[config.mk]
export PLATFORM = sky130hd
export DESIGN_NAME = time_digit_scanner_flat
export DESIGN_NICKNAME = d
export VERILOG_FILES = /design/src/rtl/time_digit_scanner_if.sv /design/src/rtl/time_digit_scanner.sv /design/src/flat_wrapper.sv
export SDC_FILE = /design/constraint.sdc
export NUM_CORES = 1
export LEC_CHECK = 0
export CAP_MARGIN = 20
export CORE_ASPECT_RATIO = 0.8
export CORE_MARGIN = 2
export CORE_UTILIZATION = 45
export CTS_CLUSTER_SIZE = 8
export DETAILED_ROUTE_END_ITERATION = 16
export GPL_ROUTABILITY_DRIVEN = 0
export PLACE_DENSITY = 0.74
export SETUP_SLACK_MARGIN = 0.3
export SKIP_LAST_GASP = 1
export SYNTH_ARGS = -nofsm -noshare
export SYNTH_HDL_FRONTEND = slang
export SYNTH_SLANG_ARGS = --single-unit
[constraint.sdc]
create_clock -name clk -period 4.65 [get_ports clk]
set_clock_uncertainty 0.1 [all_clocks]
set_input_delay 0.93 -clock clk [delete_from_list [all_inputs] [get_ports clk]]
set_output_delay 0.93 -clock clk [all_outputs]
set_load 0.005 [all_outputs]
[src/rtl/time_digit_scanner_if.sv]
// Signal bundle between the time scanner, the timekeeping counters, the shared
// binary-to-BCD converter and the multiplexed display pins.
interface time_digit_scanner_if;
    logic [7:0] hours;
    logic [7:0] minutes;
    logic [7:0] seconds;
    logic       scan_tick;
    logic [7:0] bcd_value;
    logic [3:0] bcd_tens;
    logic [3:0] bcd_ones;
    logic [5:0] digit_sel;
    logic [3:0] digit_bcd;
    logic       blank;
    logic       frame_start;
    logic       overrun;

    modport slave (
        input  hours, minutes, seconds, scan_tick, bcd_tens, bcd_ones,
        output bcd_value, digit_sel, digit_bcd, blank, frame_start, overrun
    );

    modport master (
        output hours, minutes, seconds, scan_tick, bcd_tens, bcd_ones,
        input  bcd_value, digit_sel, digit_bcd, blank, frame_start, overrun
    );
endinterface

[src/rtl/time_digit_scanner.sv]
// Scans a six-digit HH:MM:SS display, sharing one external binary-to-BCD
// converter across the three time fields and snapshotting the time per frame.
module time_digit_scanner #(
    parameter int unsigned SETTLE_CYCLES   = 1,
    parameter bit          BLANK_LEAD_ZERO = 1'b1
) (
    input  logic                 clk,
    input  logic                 rst,
    time_digit_scanner_if.slave  bus
);
    typedef enum logic [1:0] {IDLE, SETTLE, SHOW} state_e;

    localparam logic [3:0] SETTLE_LOAD = 4'(SETTLE_CYCLES);

    state_e     state_q, state_d;
    logic [2:0] index_q, index_d;
    logic [3:0] count_q, count_d;
    logic [7:0] snapHours_q, snapHours_d;
    logic [7:0] snapMinutes_q, snapMinutes_d;
    logic [7:0] snapSeconds_q, snapSeconds_d;
    logic [7:0] bcdValue_q, bcdValue_d;
    logic [5:0] digitSel_q, digitSel_d;
    logic [3:0] digitBcd_q, digitBcd_d;
    logic       blank_q, blank_d;
    logic       frameStart_q, frameStart_d;
    logic       overrun_q, overrun_d;

    logic       tickAccept;
    logic [2:0] nextIndex;
    logic [7:0] loadField;
    logic [7:0] shownField;
    logic [3:0] shownNibble;

    assign tickAccept = bus.scan_tick && (state_q != SETTLE);
    assign nextIndex  = (index_q == 3'd5) ? 3'd0 : index_q + 3'd1;

    // Field feeding the converter for the upcoming digit, and the field of the digit being captured.
    always_comb begin
        unique case (nextIndex[2:1])
            2'd0:    loadField = snapHours_q;
            2'd1:    loadField = snapMinutes_q;
            default: loadField = snapSeconds_q;
        endcase
        unique case (index_q[2:1])
            2'd0:    shownField = snapHours_q;
            2'd1:    shownField = snapMinutes_q;
            default: shownField = snapSeconds_q;
        endcase
        shownNibble = index_q[0] ? bus.bcd_ones : bus.bcd_tens;
    end

    always_ff @(posedge clk) begin
        if (rst) begin
            state_q       <= IDLE;
            index_q       <= 3'd5;
            count_q       <= 4'd0;
            snapHours_q   <= 8'd0;
            snapMinutes_q <= 8'd0;
            snapSeconds_q <= 8'd0;
            bcdValue_q    <= 8'd0;
            digitSel_q    <= 6'd0;
            digitBcd_q    <= 4'd0;
            blank_q       <= 1'b1;
            frameStart_q  <= 1'b0;
            overrun_q     <= 1'b0;
        end else begin
            state_q       <= state_d;
            index_q       <= index_d;
            count_q       <= count_d;
            snapHours_q   <= snapHours_d;
            snapMinutes_q <= snapMinutes_d;
            snapSeconds_q <= snapSeconds_d;
            bcdValue_q    <= bcdValue_d;
            digitSel_q    <= digitSel_d;
            digitBcd_q    <= digitBcd_d;
            blank_q       <= blank_d;
            frameStart_q  <= frameStart_d;
            overrun_q     <= overrun_d;
        end
    end

    always_comb begin
        state_d = state_q;
        unique case (state_q)
            IDLE, SHOW: if (bus.scan_tick) state_d = SETTLE;
            SETTLE:     if (count_q == 4'd1) state_d = SHOW;
            default:    state_d = IDLE;
        endcase
    end

    always_comb begin
        index_d       = index_q;
        count_d       = count_q;
        snapHours_d   = snapHours_q;
        snapMinutes_d = snapMinutes_q;
        snapSeconds_d = snapSeconds_q;
        bcdValue_d    = bcdValue_q;
        digitSel_d    = digitSel_q;
        digitBcd_d    = digitBcd_q;
        blank_d       = blank_q;
        frameStart_d  = 1'b0;
        overrun_d     = overrun_q;

        if (tickAccept) begin
            index_d    = nextIndex;
            count_d    = SETTLE_LOAD;
            digitSel_d = 6'd0;
            // Digit 0 starts a frame: snapshot the live time and feed live hours straight through.
            if (nextIndex == 3'd0) begin
                snapHours_d   = bus.hours;
                snapMinutes_d = bus.minutes;
                snapSeconds_d = bus.seconds;
                bcdValue_d    = bus.hours;
            end else begin
                bcdValue_d = loadField;
            end
        end else if (state_q == SETTLE) begin
            count_d = count_q - 4'd1;
            if (count_q == 4'd1) begin
                digitSel_d   = 6'(1) << index_q;
                frameStart_d = (index_q == 3'd0);
                if (shownField > 8'd99) begin
                    digitBcd_d = 4'hF;
                    blank_d    = 1'b1;
                end else if (BLANK_LEAD_ZERO && index_q == 3'd0 && bus.bcd_tens == 4'd0) begin
                    digitBcd_d = 4'd0;
                    blank_d    = 1'b1;
                end else begin
                    digitBcd_d = shownNibble;
                    blank_d    = 1'b0;
                end
            end
        end

        if (bus.scan_tick && state_q == SETTLE) overrun_d = 1'b1;
    end

    assign bus.bcd_value   = bcdValue_q;
    assign bus.digit_sel   = digitSel_q;
    assign bus.digit_bcd   = digitBcd_q;
    assign bus.blank       = blank_q;
    assign bus.frame_start = frameStart_q;
    assign bus.overrun     = overrun_q;
endmodule
[src/flat_wrapper.sv]
// flat-port wrapper written by rule: the top's interface ports become plain ports
module time_digit_scanner_flat 
#(
    parameter int unsigned SETTLE_CYCLES   = 1,
    parameter bit          BLANK_LEAD_ZERO = 1'b1
)
  (clk, rst, bus_hours, bus_minutes, bus_seconds, bus_scan_tick, bus_bcd_tens, bus_bcd_ones, bus_bcd_value, bus_digit_sel, bus_digit_bcd, bus_blank, bus_frame_start, bus_overrun);
  time_digit_scanner_if bus_i ();
  input  logic clk;
  input  logic rst;
  input wire logic [$bits(bus_i.hours)-1:0] bus_hours;
  input wire logic [$bits(bus_i.minutes)-1:0] bus_minutes;
  input wire logic [$bits(bus_i.seconds)-1:0] bus_seconds;
  input wire logic [$bits(bus_i.scan_tick)-1:0] bus_scan_tick;
  input wire logic [$bits(bus_i.bcd_tens)-1:0] bus_bcd_tens;
  input wire logic [$bits(bus_i.bcd_ones)-1:0] bus_bcd_ones;
  output wire logic [$bits(bus_i.bcd_value)-1:0] bus_bcd_value;
  output wire logic [$bits(bus_i.digit_sel)-1:0] bus_digit_sel;
  output wire logic [$bits(bus_i.digit_bcd)-1:0] bus_digit_bcd;
  output wire logic [$bits(bus_i.blank)-1:0] bus_blank;
  output wire logic [$bits(bus_i.frame_start)-1:0] bus_frame_start;
  output wire logic [$bits(bus_i.overrun)-1:0] bus_overrun;
  assign bus_i.hours = bus_hours;
  assign bus_i.minutes = bus_minutes;
  assign bus_i.seconds = bus_seconds;
  assign bus_i.scan_tick = bus_scan_tick;
  assign bus_i.bcd_tens = bus_bcd_tens;
  assign bus_i.bcd_ones = bus_bcd_ones;
  assign bus_bcd_value = bus_i.bcd_value;
  assign bus_digit_sel = bus_i.digit_sel;
  assign bus_digit_bcd = bus_i.digit_bcd;
  assign bus_blank = bus_i.blank;
  assign bus_frame_start = bus_i.frame_start;
  assign bus_overrun = bus_i.overrun;
  time_digit_scanner #(.SETTLE_CYCLES(SETTLE_CYCLES), .BLANK_LEAD_ZERO(BLANK_LEAD_ZERO)) u_core (.clk(clk), .rst(rst), .bus(bus_i));
endmodule
# ---- Yosys cells after proc, flatten, opt, wreduce, memory -nomap -nowiden
# Cells that the tools add are included.
dict set report op_classes {
  n_div 0
  reduce_logical 17
  mul 0
  add_sub_neg 2
  magnitude_cmp 1
  mux 14
  n_eq_ne 9
  n_shift 1
  bitwise 3
}
# op n
set ops {}
lappend ops {{8-bit one-hot mux with 2 select lines} 2}
lappend ops {{4-bit two-way mux} 3}
lappend ops {{8-bit by 7-bit greater-than comparator with 1-bit output (second input constant)} 1}
lappend ops {{8-bit two-way mux} 1}
lappend ops {{2-bit by 1-bit == test with 1-bit output (second input constant)} 3}
lappend ops {{2-bit logical NOT} 3}
lappend ops {{3-bit logical NOT} 2}
lappend ops {{2-bit AND reduction} 3}
lappend ops {{1-bit by 3-bit << shifter with 6-bit output (first input constant)} 1}
lappend ops {{4-bit by 1-bit == test with 1-bit output (second input constant)} 1}
lappend ops {{4-bit logical NOT} 1}
lappend ops {{1-bit two-way mux} 4}
lappend ops {{2-bit two-way mux} 2}
lappend ops {{2-bit by 1-bit != test with 1-bit output (second input constant)} 2}
lappend ops {{2-bit one-hot mux with 2 select lines} 1}
lappend ops {{2-bit OR reduction} 2}
lappend ops {{4-bit OR reduction} 1}
lappend ops {{4-bit by 1-bit subtractor with 4-bit output (second input constant)} 1}
lappend ops {{3-bit by 1-bit adder with 3-bit output (second input constant)} 1}
lappend ops {{3-bit == test (second input constant)} 1}
lappend ops {{1-bit logical AND} 3}
lappend ops {{3-bit two-way mux} 1}
lappend ops {{1-bit NOT} 3}
lappend ops {{3-bit AND reduction} 1}
lappend ops {{other kinds (3)} 3}
dict set report totals {
  mem_bits_ro 0
  out_inout_bits 21
  ramBits 0
  register_bits 54
  latchBits 0
  elab_cells 60
  inputBits 35
  mem_count 0
}

# ---- Depth between registers and ports, before layout
dict set report depth {
  ltp_word 5
  ltp_mapped 9
  mapped_depth_nobuf 6
}

# ---- Worst setup path after synthesis
# Ideal clock, no wire load.
dict set report synth_path {
  path_kind {input to register}
  startpoint {in bus_scan_tick}
  endpoint {reg u_core.snapMinutes_q[1]}
  cell_stages 7
  setup_time_ps 132
  arrival_time_ps 1905
  slack_ps 2513
  path_buffers 3
  t_required_ps 4418
  cell_sequence {clkbuf_2 -> nand2_1 -> or3_1 -> clkbuf_1 -> clkbuf_1 -> nand2_1 -> a21oi_1}
}
dict set report synth_between {
  elab_chain_len 2
}
# element line
set synth_lines {}
lappend synth_lines {{start, declared} flat_wrapper.sv:14} ;# input wire logic [$bits(bus_i.scan_tick)-1:0] bus_scan_tick;
lappend synth_lines {{1-bit logical AND} time_digit_scanner.sv:34} ;# assign tickAccept = bus.scan_tick && (state_q != SETTLE);
lappend synth_lines {{2-bit AND reduction (no line)} --}
lappend synth_lines {{end signal, assigned} time_digit_scanner.sv:71} ;# snapMinutes_q <= snapMinutes_d;
lappend synth_lines {{end, declared} time_digit_scanner.sv:19} ;# logic [7:0] snapMinutes_q, snapMinutes_d;
# No other way between the ends.
# A chain may end at the register's enable or synchronous reset.

# ---- Worst setup path in the final report
dict set report layout_path {
  startpoint {reg u_core.index_q[0]}
  endpoint {reg u_core.bcdValue_q[4] (netlist: u_core.bus.bcd_value[4])}
}
dict set report layout_between {
  elab_chain_len 5
  elab_cells_between_ends 8
  cone_classes {1 x add/sub; 2 x eq/ne; 3 x mux; 2 x reduce/logical}
}
# element line
set layout_lines {}
lappend layout_lines {{start, declared} time_digit_scanner.sv:16} ;# logic [2:0] index_q, index_d;
lappend layout_lines {{start signal, assigned} time_digit_scanner.sv:68} ;# index_q <= index_d;
lappend layout_lines {{3-bit by 1-bit adder with 3-bit output / 3-bit == test (equally long branches)} time_digit_scanner.sv:35} ;# assign nextIndex = (index_q == 3'd5) ? 3'd0 : index_q + 3'd1;
lappend layout_lines {{3-bit two-way mux (*)} time_digit_scanner.sv:35}
lappend layout_lines {{2-bit by 1-bit == test with 1-bit output / 2-bit logical NOT (equally long branches)} time_digit_scanner.sv:39} ;# unique case (nextIndex[2:1])
lappend layout_lines {{8-bit one-hot mux with 2 select lines} time_digit_scanner.sv:39}
lappend layout_lines {{8-bit two-way mux (*)} time_digit_scanner.sv:109} ;# if (nextIndex == 3'd0) begin
lappend layout_lines {{end signal, assigned} time_digit_scanner.sv:73} ;# bcdValue_q <= bcdValue_d;
lappend layout_lines {{end, declared} time_digit_scanner.sv:21} ;# logic [7:0] bcdValue_q, bcdValue_d;
# Every way passes the cells marked *; elsewhere a longest branch is shown, timed or not.

==> run_results.csv <==
group,metric,value,unit
outcome,status,"finished, final reports clean",
die,initial_utilization,46.60,%
clock_network,ctsResizeCount,0,
worst_setup_path,worstPathMaxFanout,32,
run,drv_cap,0,
worst_setup_path,critPathSlowestCell,"or3_1",
timing,grt_setup_unrepaired,"no",
finish,multi_input_area,1137,um^2
synth,synth_area,2333,um^2
finish,postLayoutCoreUtil,59.70,%
worst_setup_path,path_delay_family,"simple AND/OR/NAND/NOR gates",
clock_network,cts_hold_buf,0,
clock_network,clk_path_buf_depth,2,
clock_network,cts_tree,"yes",
synth,ys_seq_area_share,46.33,%
finish,antenna_cells,0,
synth,yosysMostFrequentCell,"nand2_1",
synth,yosysWarnings,0,
timing,fmax,0.3671,GHz
global_route,grt.overflow.total,0,
synth,synth_edf_count,0,
finish,final_nets,367,
worst_setup_path,critPathKind,"reg2reg",
synth,synth_top_area_share,46.33,%
finish,regArea,1081,um^2
pwr,p_sw_share,27.05,%
route,drt_iter0_drc,121,
route,postRouteAntennaNets,0,
clock_network,insertion_delay,0.31,ns
pwr,seqPwrFrac,51.0,%
global_route,grt_pass1_vias,2041,
worst_setup_path,startpoint_type,"flip-flop",
pwr,switching_power,279.8,uW
clock_network,post-cts-setup-buffers,0,
finish,nFillCells,490,
global_route,globalRouteTotalUtil,20.86,%
die,core-area,5007,um^2
worst_setup_path,crit_path_end_kind,"flip-flop",
die,io_pins,56,
finish,area_delta_synth_final,28.10,%
synth,synth_top_cell_by_area,"dfxtp_1",
pwr,p_clk_share,30.0,%
global_route,groute.layer.met3.usage,4.946,%
synth,ys_ff_latch,54,
global_route,grt_pass1_wl,9563,um
placed_design,dp_slack,1.607,ns
clock_network,root_buffer,"clkbuf_8",
pwr,vdd_drop_max,0.2178,mV
timing,slew_headroom,31.87,%
timing,slew_viol_final,0,
synth,synthTopCellsByArea,"dfxtp_1, nand2_1, a21oi_1",
synth,synth_ff_type,"dfxtp_1",
timing,finalCritPeriodShare,58.58,%
global_route,grt_max_degree,33,
die,num_rows,23,
synth,async_reset_ff_share,0,%
route,vias,2126,
synth,syn_nets,324,
route,first_pass_iters,4,
route,drc,0,
clock_network,numCtsBuffers,5,
worst_setup_path,slowest_delay,0.82,ns
route,wl_per_cell,14.31,um
clock_network,clk_pin_slew,0.10,ns
global_route,gr-usage-met1,27.11,%
finish,final_design_area_no_fill,2989,um^2
die,fp.dieH,68.41,um
clock_network,htreeDepth,2,
pwr,power.internal,754.5,uW
synth,synth_common_cells,"nand2_1, dfxtp_1, a21oi_1, nor2_1, clkbuf_1",
placed_design,io_buffers,55,
global_route,met2_usage,35.14,%
route,routed_via_density,5.423,
pwr,leakage,1.080,nW
synth,synthDistinctLibCells,39,
worst_setup_path,r2r_slack,1.93,ns
finish,drive_gt1_share,5.152,%
placed_design,placed_cell_area,2880,um^2
min_path,hp-class,"reg2reg",
global_route,grt_antenna_before_repair,0,
timing,setup_viol,0,
timing,worstMarginPinSlew,1.022,ns
worst_setup_path,cp.arrival,2.84,ns
die,die-area,5781,um^2
global_route,busiest_layer,"met2",
timing,min_period,2.724,ns
synth,synth.avg_cell_area,8.159,um^2
pwr,power_density,346.0,nW/um^2
timing,worst_slack,1.926,ns
route,finalWirelength,5611,um
pwr,combPwrFrac,19.0,%
clock_network,clock-sinks,54,
placed_design,post-dp-hpwl,3957,um
timing,hold_viol,0,
die,die-width,84.51,um
timing,tns,0,ns
synth,syn_inst,286,
worst_setup_path,cp_num_buf_inv,0,
worst_setup_path,worstPathRequired,4.77,ns
worst_setup_path,path_cells,"and2_1 > ha_1 > mux2i_1 > or3_1 > nor2_1 > nor4_1",
[kinds of logic after synthesis]
| logic type | count (synthesis) | synth area share (%) |
|---|---|---|
| compound gates | 64 | 16.41 |
| xor+xnor | 2 | 0.7508 |
| fa+ha+maj | 3 | 1.609 |
| buf+inv | 26 | 4.933 |
| flops | 54 | 46.33 |
| mux | 6 | 2.574 |
| simple gates | 131 | 27.40 |
[layer usage]
metal / part of all wire [%] / vias up
met1: 49 / 990
met3: 5.4 / 4
met4: 0.71 / 0
li1: - / 1080
met2: 45 / 52
met5: 0 / -
[state kept, by name, indices dropped and copies added, names as in the netlist]
| register | count |
|---|---|
| u_core.bus.frame_start | 1 |
| u_core.state_q | 2 |
| u_core.snapHours_q | 8 |
| u_core.count_q | 4 |
| u_core.bus.digit_bcd | 4 |
| u_core.snapSeconds_q | 8 |
| u_core.bus.blank | 1 |
| u_core.snapMinutes_q | 8 |
| u_core.index_q | 3 |
| u_core.bus.digit_sel | 6 |
| u_core.bus.bcd_value | 8 |
| u_core.bus.overrun | 1 |
[cell usage in the layout (no fill, tap or decap), types with 2 or more instances in the layout]
master / n
nand3_1: 2
and2_1: 2
o21ai_0: 2
nor3_1: 6
a311oi_1: 4
a211oi_1: 11
clkbuf_8: 5
nor2_1: 26
buf_4: 2
mux2i_1: 6
clkdlybuf4s50_1: 55
dfxtp_1: 54
ha_1: 3
or3_1: 2
nand4b_1: 2
nand2_1: 59
inv_1: 5
nor4_1: 10
o22ai_1: 8
nor2b_1: 3
or2_2: 2
a21oi_1: 36
nor3b_1: 8
clkinv_2: 2
[cell type report]
class	instances	area share [%]
multi-input combinational	206	38.05
sequential	54	36.17
timing repair buffer	57	18.92
tap	62	2.595
clock buffer	5	2.302
clock inverter	3	1.339
inverter	5	0.6279
[path summary, 6_finish.rpt]
check | start | to | cells after the start
min | u_core.snapSeconds_q[1] | u_core.snapSeconds_q[1] | 2
max | u_core.index_q[0] | u_core.bus.bcd_value[4] | 6
max reg2reg | u_core.index_q[0] | u_core.bus.bcd_value[4] | 6
min reg2reg | u_core.snapSeconds_q[1] | u_core.snapSeconds_q[1] | 2
[worst register-to-register path, stage by stage, from the launching register on]
cell and delay, ns:
dfxtp_1 0.66, and2_1 0.21, ha_1 0.25, mux2i_1 0.21, or3_1 0.82, nor2_1 0.10
nor4_1 0.29
[through the flow]
stage | std cells | hold WS, ns | power, mW
3_5_place_dp | 384 | 0.3493 | 0.7343
4_1_cts | 392 | 0.3645 | 1.042
6_report | 392 | 0.3624 | 1.034
3_3_place_gp | 384 | 0.3408 | 0.7299
5_1_grt | 392 | 0.3777 | 1.088
2_1_floorplan | 286 | 0.3315 | 0.6510
[power groups by stage]
stage	registers [mW]	logic, mW	clock network (mW)
floorplan	0.526	0.125	0
global placement	0.537	0.193	0
detailed placement	0.538	0.197	0
CTS	0.527	0.197	0.317
global route	0.533	0.220	0.336
finish	0.528	0.196	0.311
(Power assumes the default switching activity.)
